==> config.mk <==
export PLATFORM = sky130hd
export DESIGN_NAME = bytecode_fetch_ctrl
export DESIGN_NICKNAME = d
export VERILOG_FILES = /design/src/rtl/bytecode_pkg.sv /design/src/rtl/fetch_fifo2.sv /design/src/rtl/bytecode_fetch_ctrl.sv
export SDC_FILE = /design/constraint.sdc
export NUM_CORES = 1
export LEC_CHECK = 0
export BUFFER_PORTS_ARGS = -buffer_cell sky130_fd_sc_hd__buf_2
export CELL_PAD_IN_SITES_DETAIL_PLACEMENT = 0
export CELL_PAD_IN_SITES_GLOBAL_PLACEMENT = 1
export CORE_MARGIN = 2
export CORE_UTILIZATION = 43
export DETAILED_ROUTE_END_ITERATION = 8
export GPL_ROUTABILITY_DRIVEN = 0
export MAX_ROUTING_LAYER = met4
export PLACE_DENSITY_LB_ADDON = 0.25
export SLEW_MARGIN = 15
export SYNTH_ARGS = -nofsm -noshare
export SYNTH_HDL_FRONTEND = slang
export SYNTH_SLANG_ARGS = --single-unit
==> constraint.sdc <==
create_clock -name i_clk -period 3.5 [get_ports i_clk]
set_clock_uncertainty 0.05 [all_clocks]
set_input_delay 0.525 -clock i_clk [delete_from_list [all_inputs] [get_ports i_clk]]
set_output_delay 0.525 -clock i_clk [all_outputs]
set_load 0.02 [all_outputs]
==> src/rtl/bytecode_pkg.sv <==
// Package: bytecode_pkg
// Purpose: Shared constants and types for the bytecode fetch path and decoder.
//   BC_DATA_W     bytecode width in bits
//   BC_ADDR_W     bytecode ROM address width
//   byte_t        one bytecode byte
//   fetch_state_t fetch controller state encoding (ST_IDLE/ST_FETCH/ST_DONE/ST_FAULT)
package bytecode_pkg;

    localparam int unsigned BC_DATA_W = 8;
    localparam int unsigned BC_ADDR_W = 10;

    typedef logic [BC_DATA_W-1:0] byte_t;

    typedef logic [1:0] fetch_state_t;
    localparam fetch_state_t ST_IDLE  = 2'd0;
    localparam fetch_state_t ST_FETCH = 2'd1;
    localparam fetch_state_t ST_DONE  = 2'd2;
    localparam fetch_state_t ST_FAULT = 2'd3;

endpackage

==> src/rtl/fetch_fifo2.sv <==
// Module: fetch_fifo2
// Purpose: 2-entry FIFO of {pc, data} pairs holding bytes returned by the ROM.
// Ports:
//   i_clk, i_rst       clock, synchronous active-high reset
//   i_flush            empty the FIFO (beats push/pop)
//   i_push             write {i_push_pc, i_push_data}
//   i_pop              drop the head entry
//   o_count            occupancy 0..2
//   o_head_pc/data     head entry (meaningful only when o_count != 0)
module fetch_fifo2
    import bytecode_pkg::*;
#(
    parameter int unsigned DATA_W = BC_DATA_W,
    parameter int unsigned ADDR_W = BC_ADDR_W
) (
    input  logic              i_clk,
    input  logic              i_rst,
    input  logic              i_flush,
    input  logic              i_push,
    input  logic [ADDR_W-1:0] i_push_pc,
    input  logic [DATA_W-1:0] i_push_data,
    input  logic              i_pop,
    output logic [1:0]        o_count,
    output logic [ADDR_W-1:0] o_head_pc,
    output logic [DATA_W-1:0] o_head_data
);

    logic [ADDR_W-1:0] r_pc   [2];
    logic [DATA_W-1:0] r_data [2];
    logic              r_rd_ptr;
    logic [1:0]        r_count;
    logic              w_wr_ptr;

    // Write slot is rd_ptr + count (mod 2).
    assign w_wr_ptr = r_rd_ptr ^ r_count[0];

    always_ff @(posedge i_clk) begin
        if (i_rst) begin
            r_rd_ptr  <= 1'b0;
            r_count   <= 2'd0;
            r_pc[0]   <= '0;
            r_pc[1]   <= '0;
            r_data[0] <= '0;
            r_data[1] <= '0;
        end else if (i_flush) begin
            r_rd_ptr <= 1'b0;
            r_count  <= 2'd0;
        end else begin
            if (i_push) begin
                r_pc[w_wr_ptr]   <= i_push_pc;
                r_data[w_wr_ptr] <= i_push_data;
            end
            if (i_pop) begin
                r_rd_ptr <= ~r_rd_ptr;
            end
            r_count <= r_count + {1'b0, i_push} - {1'b0, i_pop};
        end
    end

    assign o_count     = r_count;
    assign o_head_pc   = r_pc[r_rd_ptr];
    assign o_head_data = r_data[r_rd_ptr];

endmodule

==> src/rtl/bytecode_fetch_ctrl.sv <==
// Module: bytecode_fetch_ctrl
// Purpose: Sequences a synchronous bytecode ROM (1-cycle read latency) and delivers
//   bytes in program order to the decoder over valid/ready. Owns the fetch PC,
//   squashes stale fetches on taken jumps and signals end of program.
// Configuration: define FETCH_BOUNDS_EN to trap jumps with target >= prog_len in a
//   FAULT state (o_fault=1) until halt/reset; otherwise no range check, o_fault=0.
// Ports:
//   i_clk, i_rst              clock, synchronous active-high reset
//   i_start, i_halt           start pulse (IDLE/DONE only), abort pulse (any state)
//   i_prog_len                program length in bytes, sampled on accepted start
//   o_rom_addr, o_rom_en      ROM read request; i_rom_data valid the next cycle
//   o_byte_valid/i_byte_ready byte handshake to the decoder
//   o_byte_data, o_byte_pc    byte and its address
//   i_jmp_valid, i_jmp_target taken jump pulse and destination
//   o_running, o_done         state is FETCH / DONE
//   o_fault                   state is FAULT (bounds option only)
module bytecode_fetch_ctrl
    import bytecode_pkg::*;
#(
    parameter int unsigned DATA_W = BC_DATA_W,
    parameter int unsigned ADDR_W = BC_ADDR_W
) (
    input  logic              i_clk,
    input  logic              i_rst,
    input  logic              i_start,
    input  logic              i_halt,
    input  logic [ADDR_W:0]   i_prog_len,
    output logic [ADDR_W-1:0] o_rom_addr,
    output logic              o_rom_en,
    input  logic [DATA_W-1:0] i_rom_data,
    output logic              o_byte_valid,
    input  logic              i_byte_ready,
    output logic [DATA_W-1:0] o_byte_data,
    output logic [ADDR_W-1:0] o_byte_pc,
    input  logic              i_jmp_valid,
    input  logic [ADDR_W-1:0] i_jmp_target,
    output logic              o_running,
    output logic              o_done,
    output logic              o_fault
);

    fetch_state_t      r_state;
    logic [ADDR_W:0]   r_issue_pc;
    logic [ADDR_W:0]   r_prog_len;
    // Set when the read issued last cycle is still wanted; clearing it squashes
    // the returning data.
    logic              r_inflight;
    logic [ADDR_W-1:0] r_inflight_pc;

    fetch_state_t      w_state_nxt;
    logic [ADDR_W:0]   w_issue_pc_nxt;
    logic [ADDR_W:0]   w_prog_len_nxt;
    logic              w_inflight_nxt;

    logic [1:0]        w_fifo_count;
    logic [ADDR_W-1:0] w_head_pc;
    logic [DATA_W-1:0] w_head_data;
    logic              w_fifo_empty;
    logic              w_fetch;
    logic              w_jmp;
    logic              w_pop;
    logic              w_fifo_push;
    logic              w_fifo_pop;
    logic              w_flush;
    logic [2:0]        w_occ;
    logic              w_issue;
    logic              w_end;
    logic [ADDR_W-1:0] w_out_pc;
    logic [DATA_W-1:0] w_out_data;

    assign w_fifo_empty = (w_fifo_count == 2'd0);
    assign w_fetch      = (r_state == ST_FETCH);
    assign w_jmp        = w_fetch && i_jmp_valid && !i_halt;

    // Output is the FIFO head, or the byte arriving from the ROM when the FIFO is
    // empty, so a fresh read reaches the decoder the cycle its data returns.
    assign o_byte_valid = !w_fifo_empty || r_inflight;
    assign w_out_pc     = w_fifo_empty ? r_inflight_pc : w_head_pc;
    assign w_out_data   = w_fifo_empty ? i_rom_data : w_head_data;
    assign w_pop        = o_byte_valid && i_byte_ready;

    // Arriving byte is buffered unless it goes straight through to the decoder.
    assign w_fifo_push = r_inflight && !(w_fifo_empty && w_pop);
    assign w_fifo_pop  = w_pop && !w_fifo_empty;
    assign w_flush     = i_halt || w_jmp;

    // Bytes held after this cycle, before any new issue; pop implies occupancy >= 1.
    assign w_occ   = {1'b0, w_fifo_count} + {2'b00, r_inflight} - {2'b00, w_pop};
    assign w_issue = w_fetch && (r_issue_pc < r_prog_len) && (w_occ < 3'd2);
    // ">=" also drains to DONE after an unchecked jump past the program end.
    assign w_end   = (r_issue_pc >= r_prog_len) && w_fifo_empty && !r_inflight;

    always_comb begin
        w_state_nxt    = r_state;
        w_issue_pc_nxt = r_issue_pc + {{ADDR_W{1'b0}}, w_issue};
        w_prog_len_nxt = r_prog_len;
        w_inflight_nxt = w_issue;
        if (i_halt) begin
            w_state_nxt    = ST_IDLE;
            w_issue_pc_nxt = '0;
            w_inflight_nxt = 1'b0;
        end else begin
            case (r_state)
                ST_IDLE, ST_DONE: begin
                    if (i_start) begin
                        w_state_nxt    = ST_FETCH;
                        w_issue_pc_nxt = '0;
                        w_prog_len_nxt = i_prog_len;
                    end
                end
                ST_FETCH: begin
                    if (w_jmp) begin
                        w_issue_pc_nxt = {1'b0, i_jmp_target};
                        w_inflight_nxt = 1'b0;
`ifdef FETCH_BOUNDS_EN
                        if ({1'b0, i_jmp_target} >= r_prog_len) begin
                            w_state_nxt = ST_FAULT;
                        end
`endif
                    end else if (w_end) begin
                        w_state_nxt = ST_DONE;
                    end
                end
                default: begin
                    // FAULT: held until halt or reset.
                end
            endcase
        end
    end

    always_ff @(posedge i_clk) begin
        if (i_rst) begin
            r_state       <= ST_IDLE;
            r_issue_pc    <= '0;
            r_prog_len    <= '0;
            r_inflight    <= 1'b0;
            r_inflight_pc <= '0;
        end else begin
            r_state       <= w_state_nxt;
            r_issue_pc    <= w_issue_pc_nxt;
            r_prog_len    <= w_prog_len_nxt;
            r_inflight    <= w_inflight_nxt;
            r_inflight_pc <= r_issue_pc[ADDR_W-1:0];
        end
    end

    fetch_fifo2 #(
        .DATA_W (DATA_W),
        .ADDR_W (ADDR_W)
    ) u_fifo (
        .i_clk       (i_clk),
        .i_rst       (i_rst),
        .i_flush     (w_flush),
        .i_push      (w_fifo_push),
        .i_push_pc   (r_inflight_pc),
        .i_push_data (i_rom_data),
        .i_pop       (w_fifo_pop),
        .o_count     (w_fifo_count),
        .o_head_pc   (w_head_pc),
        .o_head_data (w_head_data)
    );

    assign o_rom_en    = w_issue;
    assign o_rom_addr  = w_issue ? r_issue_pc[ADDR_W-1:0] : '0;
    assign o_byte_data = o_byte_valid ? w_out_data : '0;
    assign o_byte_pc   = o_byte_valid ? w_out_pc : '0;
    assign o_running   = w_fetch;
    assign o_done      = (r_state == ST_DONE);
`ifdef FETCH_BOUNDS_EN
    assign o_fault     = (r_state == ST_FAULT);
`else
    assign o_fault     = 1'b0;
`endif

endmodule
==> results.json <==
{
  "route.detailed.drc": 0,
  "rsz0062_at_grt": "no",
  "cts_buffers": 9,
  "layout-drive-gt1-share": 0.246,
  "synth.distinct_cells": 48,
  "timing.rr.start": "u_fifo.o_count[0]",
  "tritoncts": "built",
  "antenna_found_initial": 0,
  "regToRegSetupSlack_ns": 0.46,
  "finalCritPeriodShare": 0.949,
  "grt_pass1_vias": 2768,
  "whs_ns": 0.326,
  "setup_slack_ns": 0.179,
  "design.core.area_um2": 8680,
  "ir_drop_mv": 0.235,
  "synthTopCellsByArea": "edfxtp_1, dfxtp_1, and2_1",
  "min_from": "i_jmp_target[5]",
  "arrival_ns": 2.75,
  "finalNetCount": 503,
  "wl_um": 8100,
  "num_vias": 2835,
  "first_iter_violations": 96,
  "stdcell_count": 563,
  "fin_tns_setup_ns": 0,
  "synthCells": 384,
  "crit_fanout": 10,
  "grt_max_degree": 37,
  "firstDrtPassIters": 4,
  "rows": 34,
  "viasPerCell": 5.04,
  "syn_avg_cell_area_um2": 9.97,
  "dieArea_um2": 9670,
  "clock_latency_ns": 0.35,
  "crit_slowest_cell": "dfxtp_1",
  "synthMostInstantiatedCell": "dfxtp_1",
  "gr-total-overflow": 0,
  "synth_nets": 437,
  "max_stage_delay_ns": 0.39,
  "finalMaxSlewViolations": 0,
  "cp-end-kind": "primary output",
  "reg2reg_depth": 13,
  "required_ns": 2.92,
  "placed_cells": 547,
  "yosys_warnings": 0,
  "rr_endpoint": "r_issue_pc[9]",
  "cts_root_buf": "clkbuf_8",
  "cp_cell_sequence": "nor3_2 -> nor2_1 -> ha_1 -> nand2b_1 -> fa_1 -> xnor2_1 -> o2111ai_2 -> buf_4 -> nor3_2 -> buf_2",
  "hold_viol": 0,
  "ys_ff_latch": 75,
  "syn_area_um2": 3830,
  "cp-start-kind": "flip-flop",
  "yosysTopAreaCell": "edfxtp_1",
  "hp-class": "in2reg",
  "io-pin-count": 68,
  "dp_slack_ns": 0.338,
  "fmaxAchievable_mhz": 301,
  "synthTopCellsByCount": "dfxtp_1, and2_1, edfxtp_1",
  "wire_per_inst_um": 14.4,
  "whs_path_depth": 3,
  "maxCapViolCount": 0,
  "cts_sinks": 75,
  "htree_num_levels": 3,
  "hold_path_end": "r_issue_pc[5]",
  "dieWidth_um": 98.4,
  "crit_top_cell": "nor3_2",
  "power.density_nw_per_um2": 411,
  "synth_top_area_share": 0.282,
  "path_class": "reg2out",
  "ys.flop_type": "dfxtp_1",
  "diodes": 0,
  "synth-edff-count": 36,
  "p_leak_uw": 0.00174,
  "relSlewSlack": 0.581,
  "clockBufferDepth": 2,
  "clk_pin_slew_ns": 0.09,
  "start_util": 0.441,
  "die_y_um": 98.4,
  "track_usage": 0.182,
  "synthToLayoutAreaGrowth_pct": 17.0,
  "worst_pin_slew_ns": 0.627,
  "grt_pass1_wl_um": 13600,
  "setup_viol": 0,
  "synth-seq-area-share": 0.486,
  "dp_hpwl_um": 5690,
  "fin_crit_ns": 3.32,
  "crit_start": "u_fifo.o_count[0]",
  "status": "complete, no violations",
  "async_flop_share": 0,
  "portBuffers": 66,
  "drtAntennaViolNets": 0
}
-- per-layer routing --
layer | up-vias | wire length (µm) | track usage
met4 | 0 | 91 | 0.0537
met3 | 9 | 358 | 0.0387
met2 | 70 | 4020 | 0.308
met5 | - | 0 | -
met1 | 1301 | 3630 | 0.218
li1 | 1455 | - | -
-- state kept, by name, indices dropped and copies added, names as in the netlist, named ones only --
name             cells
r_state              2
r_inflight_pc       10
r_prog_len          11
u_fifo.o_count       2
r_inflight           1
u_fifo.r_data       16
u_fifo.r_pc         20
u_fifo.r_rd_ptr      1
r_issue_pc          11
-- kinds of logic (layout without fill, tap and decap cells) --
kind of cell | count (synthesis) | after routing | share of synthesized area
buffers and inverters | 45 | 116 | 0.0546
AOI/OAI and AO/OA | 68 | 68 | 0.108
and+or+nand+nor | 146 | 146 | 0.212
other | 1 | 1 | 0.000979
xor gates and xnor gates | 13 | 13 | 0.0297
muxes | 18 | 18 | 0.0471
adders and majority gates | 18 | 18 | 0.0608
DFF | 75 | 75 | 0.486
-- final cells by class --
| cell class | instances | area [µm²] |
|---|---|---|
| multi-input combinational | 264 | 1770 |
| clock inverter | 7 | 98.8 |
| inverter | 26 | 97.6 |
| clock buffer | 9 | 124 |
| sequential | 75 | 1860 |
| tap | 108 | 135 |
| fill | 856 | 4200 |
| timing repair buffer | 74 | 390 |
-- cells in the final DEF, fill, tap and decap left out, types with 2 or more instances in the layout --
cell       instances
buf_2             66
dfxtp_1           39
and2_1            36
edfxtp_1          36
nand3_1           29
nand2_1           27
inv_1             25
o21ai_0           24
nor2_1            22
mux2i_1           18
a21oi_1           16
ha_1              16
o21ai_1           13
xnor2_1           12
nor3_2            10
clkbuf_8           9
buf_4              8
nand2b_1           4
nor3_1             4
inv_6              3
nor2_2             2
a21oi_4            2
or2_1              2
o211ai_1           2
a22o_1             2
bufinv_16          2
-- through the flow --
stage          cell area (µm²)  total power (µW)  utilization
2_1_floorplan             3830              1060            -
3_3_place_gp              4250              1110        0.489
3_5_place_dp              4250              1110        0.489
4_1_cts                   4470              1860        0.515
5_1_grt                   4480              1910        0.516
6_report                  4480              1840        0.516
-- critical path: cells and delay by family, from the launching register on --
| kind | cells | cell delay (ns) |
|---|---|---|
| flip-flops | 1 | 0.39 |
| AND/OR/NAND/NOR | 4 | 0.59 |
| buffers and inverters | 2 | 0.41 |
| XOR/XNOR | 1 | 0.19 |
| adder cells (fa/ha/maj) | 2 | 0.64 |
| AO/OA/AOI/OAI | 1 | 0.17 |
-- where the power goes --
part | leakage (µW) | total (µW) | switching, µW | internal, µW
clock | 0.000111 | 754 | 347 | 408
sequential | 0.000688 | 950 | 10.5 | 939
combinational | 0.000944 | 137 | 87.1 | 49.7
total | 0.00174 | 1840 | 444 | 1400
-- timing repair --
item | in CTS | in global routing
gates resized for setup | 0 | 2
setup buffers | 0 | 0
setup endpoints to repair | 0 | 10
hold buffers | 0 | 0
-- worst max path at each step --
stage / endpoint / slack (ns) / cells after the start
after floorplan: r_issue_pc[10] / 0.03 / 15
after global placement: r_issue_pc[10] / 0.41 / 15
after detailed placement: r_issue_pc[10] / 0.34 / 15
after CTS: o_rom_addr[0] / 0.06 / 10
after global routing: o_rom_addr[0] / 0.01 / 10
final: o_rom_addr[7] / 0.18 / 10
No activity file was read; power rests on OpenSTA's default activity.
